--- src/rtl/pulse_stretch.sv ---
// Multi-channel pulse stretcher: each trigger holds its channel's q high for max(len,1)
// cycles, with optional retrigger and a one-cycle done pulse when a stretch ends.
module pulse_stretch #(
    parameter int unsigned W         = 1,
    parameter int unsigned CNT_W     = 8,
    parameter bit          RETRIGGER = 1'b1
) (
    input  logic             c,
    input  logic             r,
    input  logic [CNT_W-1:0] len,
    input  logic [W-1:0]     d,
    output logic [W-1:0]     q,
    output logic [W-1:0]     done,
    output logic             busy
);

    logic [CNT_W-1:0] cnt_q [W];
    logic [CNT_W-1:0] cnt_d [W];
    logic [W-1:0]     q_q, q_d;
    logic [W-1:0]     done_q, done_d;
    logic [W-1:0]     active, last, accept;
    logic [CNT_W-1:0] load_val;

    assign load_val = (len == '0) ? CNT_W'(1) : len;

    always_comb begin
        active = '0;
        last   = '0;
        accept = '0;
        q_d    = '0;
        done_d = '0;
        for (int i = 0; i < W; i++) begin
            cnt_d[i]  = cnt_q[i];
            active[i] = (cnt_q[i] != '0);
            last[i]   = (cnt_q[i] == CNT_W'(1));
            // Without retrigger, the final cycle still accepts so stretches chain back-to-back.
            accept[i] = d[i] && (!active[i] || RETRIGGER || last[i]);
            if (accept[i]) begin
                cnt_d[i] = load_val;
            end else if (active[i]) begin
                cnt_d[i] = cnt_q[i] - CNT_W'(1);
            end
            q_d[i]    = (cnt_d[i] != '0);
            done_d[i] = active[i] && !q_d[i];
        end
    end

    always_ff @(posedge c) begin
        if (r) begin
            for (int i = 0; i < W; i++) begin
                cnt_q[i] <= '0;
            end
            q_q    <= '0;
            done_q <= '0;
        end else begin
            for (int i = 0; i < W; i++) begin
                cnt_q[i] <= cnt_d[i];
            end
            q_q    <= q_d;
            done_q <= done_d;
        end
    end

    assign q    = q_q;
    assign done = done_q;
    assign busy = |q_q;

endmodule

--- config.mk ---
export PLATFORM = sky130hd
export DESIGN_NAME = pulse_stretch
export DESIGN_NICKNAME = d
export VERILOG_FILES = /design/src/rtl/pulse_stretch.sv
export SDC_FILE = /design/constraint.sdc
export NUM_CORES = 1
export LEC_CHECK = 0
export BUFFER_PORTS_ARGS = -buffer_cell sky130_fd_sc_hd__buf_2
export CORE_ASPECT_RATIO = 0.6
export CORE_UTILIZATION = 31
export CTS_CLUSTER_DIAMETER = 100
export CTS_CLUSTER_SIZE = 12
export DETAILED_ROUTE_END_ITERATION = 10
export PLACE_DENSITY = 0.55
export REMOVE_ABC_BUFFERS = 1
export SLEW_MARGIN = 20
export SYNTH_ARGS = -nofsm -noshare
export SYNTH_HDL_FRONTEND = slang
export SYNTH_SLANG_ARGS = --single-unit
--- constraint.sdc ---
create_clock -name c -period 4.15 [get_ports c]
set_clock_uncertainty 0.2 [all_clocks]
set_input_delay 0.415 -clock c [delete_from_list [all_inputs] [get_ports c]]
set_output_delay 0.415 -clock c [all_outputs]
set_load 0.02 [all_outputs]
# Word-level counts from Yosys, hierarchy flattened
# Memories as Yosys holds them, arrays and structs flattened.
# Index checks and enable logic that the tools add are counted.
# W data, S select, Z words.
[op_classes] add_sub_neg=1 reduce_logical=6 muxes=8
[ops] operator="$mux W8" count=4
[ops] operator="$reduce_bool A8 Y1" count=2
[ops] operator="$logic_not A8 Y1" count=1
[ops] operator="$reduce_or A8 Y1" count=1
[ops] operator="$sub A8 B1 Y8 const B" count=1
[ops] operator="$mux W1" count=4
[ops] operator="$logic_and A1 B1 Y1" count=1
[ops] operator="$logic_not A1 Y1" count=1
[totals] register_bits=2 out_inout_bits=3 ram_bits=8 n_memories=1 wordCells=18
[memory_table] memory="cnt_q" words=1 width=8 read_ports=1 rd_ports_with_merged_regs=0 wr=1 line_no="17" source="logic [CNT_W-1:0] cnt_q [W];"

# Depth between registers and ports, before layout
[logic_depth] depth_word=6 ltp_mapped=7

# Least setup slack after synthesis
# Ideal clock, no wire load.
[synth_timing] kind="register to register" start="memory cnt_q[0][0]" end="register q_q, in the netlist busy" slack_ps=2175 setup_ps=115 stages_incl_launch_ff=8 required_ps=3835 t_arrival_ps=1661 cell_sequence="dfxtp_1 -> inv_1 -> ha_1 -> nor3b_1 -> nand4_1 -> a211oi_2 -> o221ai_2 -> o21ba_1"
[synth_via] elab_chain_cells=5
[synth_lines] item="start: declaration" line_no="17"
[synth_lines] item="$mem_v2 Z1 W8 (*)"
[synth_lines] item="$sub A8 B1 Y8 or $reduce_bool A8 Y1 (tied branches)" line_no="41, 34"
[synth_lines] item="$mux W8 (*)" line_no="40" source="end else if (active[i]) begin"
[synth_lines] item="$mux W8 (*)" line_no="38" source="if (accept[i]) begin"
[synth_lines] item="$reduce_bool A8 Y1 (*)" line_no="43" source="q_d[i] = (cnt_d[i] != '0);"
[synth_lines] item="end signal: assignment" line_no="59" source="q_q <= q_d;"
[synth_lines] item="end: declaration" line_no="19" source="logic [W-1:0] q_q, q_d;"
# Mark *: on every way between the ends. The rest lies on a longest branch, timed or not.
# A chain may end at the register's enable or synchronous reset.

# Worst setup path after layout
# Ends and elaborated chain as after synthesis.

==> impl_metrics.env <==
export IMPL_cts_setup_buffers=0
export IMPL_cts_hold_buffers=0
export IMPL_grt_start_max_net_pins=16
export IMPL_core_area_um2=1950
export IMPL_first_global_vias=582
export IMPL_synthDistinctLibCells=42
export IMPL_outcome="complete, no violations"
export IMPL_power_leakage_nw=0.315
export IMPL_grt_pass1_wl_mm=2.79
export IMPL_grt_overflow=0
export IMPL_highest_layer="met4"
export IMPL_cts_tree="yes"
export IMPL_n_antenna_cell=0
export IMPL_synth_most_common_cell="dfxtp_1"
export IMPL_avgRoutedWirePerCell_um=13.9
export IMPL_vias=650
export IMPL_fin_crit_sh_pct=54.4
export IMPL_cts_sinks=10
export IMPL_drcViolationCount=0
export IMPL_muxShareOfSynthArea_pct=0
export IMPL_ioPinCount=14
export IMPL_criticalPathCategory="flip-flop to flip-flop"
export IMPL_cp_required_ns=4.12
export IMPL_hold_viol=0
export IMPL_layout_min_cycle_time_ns=2.26
export IMPL_dr_wl_met2_um=601
export IMPL_clock_latency_ns=0.27
export IMPL_grt_use_total_pct=16.2
export IMPL_crit_path_end_kind="flip-flop"
export IMPL_drt_wl_total_mm=1.68
export IMPL_synth_top_area_share_pct=29.7
export IMPL_antenna_found_initial=0
export IMPL_maxCapViolCount=0
export IMPL_htree_levels=1
export IMPL_dieWidth_um=62.2
export IMPL_yosys_area_share_simple_pct=30.4
export IMPL_drt_iter0_drc=51
export IMPL_ys_flop_type="dfxtp_1"
export IMPL_powerDensity_nw_per_um2=384
export IMPL_synth_edf_count=0
export IMPL_slew_headroom_pct=63.2
export IMPL_ant_nets=0
export IMPL_synthAdderAreaFrac_pct=3.71
export IMPL_yosys_area_share_xor_xnor_pct=2.60
export IMPL_synth_compound_area_share_pct=26.7
export IMPL_portBuffers=13
export IMPL_dp_hpwl_mm=1.34
export IMPL_cts_resized=0
export IMPL_synth_area_um2=674
export IMPL_clockBufferDepth=2
export IMPL_path_clk_slew_ns=0.07
export IMPL_std_cell_rows=12
export IMPL_syn_instance_count=80
export IMPL_dr_wl_met3_um=139
export IMPL_synth_seq_cells=10
export IMPL_setup_viol=0
export IMPL_start_util_pct=34.6
export IMPL_viasPerCell=5.37
export IMPL_synth_top_family_by_area="simple AND/OR/NAND/NOR gates"
export IMPL_setup_tns_ns=0
export IMPL_num_nets_final=107
export IMPL_yosysSeqAreaShare_pct=29.7
export IMPL_place_ws_ns=1.94
export IMPL_post_synth_cell_area_avg_um2=8.43
export IMPL_hold_path_class="input pin to flip-flop"
export IMPL_drtPass1Iterations=4
export IMPL_synth_commonest_cells="10 x dfxtp_1, 9 x nor2_1, 4 x a21oi_1, 4 x inv_1, 4 x nand2_1"
export IMPL_report_final_slew_viol_count=0
export IMPL_fmax_ghz=0.443
export IMPL_worstPathMaxFanout=7
export IMPL_root_buffer="clkbuf_4"
export IMPL_critical_path_arrival_ns=2.23
export IMPL_gp_congestion=0.863
export IMPL_cp_start_kind="flip-flop"
export IMPL_wl_met1_um=918
export IMPL_worst_slack_ns=1.89
export IMPL_yosys_warnings=0
export IMPL_rsz0062_at_grt="false"
export IMPL_die_y_um=38.1
export IMPL_syn_to_final_growth_pct=15.6
export IMPL_dieArea_um2=2370
export IMPL_drive_above_1_share_pct=26.9
export IMPL_synth_top_area_cell="dfxtp_1"
export IMPL_worstMarginPinSlew_ns=0.548
export IMPL_synth_area_top_cells="dfxtp_1 30%, nor2_1 5.0%, ha_1 3.7%, a21oi_1 3.0%, o41ai_1 2.6%"
export IMPL_cts_buffers=3
export IMPL_synthArstFlopShare_pct=0
export IMPL_ir_drop_mv=0.193
placed cells by master, fill, tap and decap left out, types with 2 or more instances in the layout:
master / Yosys / final
clkbuf_4: 0 / 3
inv_1: 4 / 4
nand2_1: 4 / 4
a21oi_1: 4 / 4
buf_2: 1 / 13
ha_1: 2 / 2
nor2b_1: 2 / 2
xnor2_1: 2 / 2
o41ai_1: 2 / 2
o21a_1: 2 / 2
nor2_1: 9 / 9
or4_1: 2 / 2
dfxtp_1: 10 / 10
o21ai_1: 2 / 2
o21ai_0: 3 / 3
a22oi_1: 2 / 2
nor3_1: 2 / 2
worst max-delay path, stage by stage (launching register included):
cell,delay [ns]
dfxtp_1,0.37
inv_1,0.12
ha_1,0.21
nor3b_1,0.45
nand4_1,0.19
a211oi_2,0.27
o221ai_2,0.14
o21ba_1,0.18
through the flow:
step	hold slack [ns]	cells	util [%]	power, mW	cell area (um2)
2_1_floorplan	0.284	76	-	0.181	643
5_1_grt	0.220	121	39.9	0.317	779
3_3_place_gp	0.463	117	38.1	0.209	743
4_1_cts	0.189	121	39.9	0.300	779
6_report	0.187	121	39.9	0.300	779
3_5_place_dp	0.474	117	38.1	0.209	743
final timing paths:
| path | from | to | slack [ns] | cells past startpoint |
|---|---|---|---|---|
| min | len[3] | cnt_q[0][3] | 0.19 | 3 |
| max reg2reg | cnt_q[0][0] | busy | 1.89 | 7 |
| min reg2reg | cnt_q[0][4] | cnt_q[0][4] | 0.53 | 3 |
| max | cnt_q[0][0] | busy | 1.89 | 7 |
logic make-up (layout without fill, tap and decap cells):
group	count (synthesis)	count (layout)
AO/OA/AOI/OAI	25	25
flip-flops	10	10
XOR/XNOR	2	2
adder cells (fa/ha/maj)	2	2
AND/OR/NAND/NOR	33	33
buffers and inverters	8	21
per-layer routing:
| metal | up-vias | GRT usage, % |
|---|---|---|
| met2 | 22 | 20.9 |
| met3 | 5 | 5.95 |
| li1 | 326 | - |
| met1 | 297 | 23.8 |
| met5 | - | 0 |
| met4 | 0 | 5.23 |
flip-flops by register name, summed over array words and instances, names as in the netlist:
| register | count |
|---|---|
| cnt_q | 8 |
| done | 1 |
| busy | 1 |
power breakdown:
group,switching (mW),leakage [nW],internal (mW)
clock network,0.0380,0.0210,0.0534
registers,0.0134,0.0829,0.105
logic,0.0501,0.212,0.0403
total,0.102,0.315,0.198
layout make-up:
cell class / count / area (um2)
inverters: 4 / 15.0
well taps: 28 / 35.0
fillers: 223 / 1170
multi-input cells: 62 / 428
flip-flops and latches: 10 / 200
clock buffers: 4 / 36.3
repair buffers: 13 / 65.1
Power figures use the tool's default switching activity.
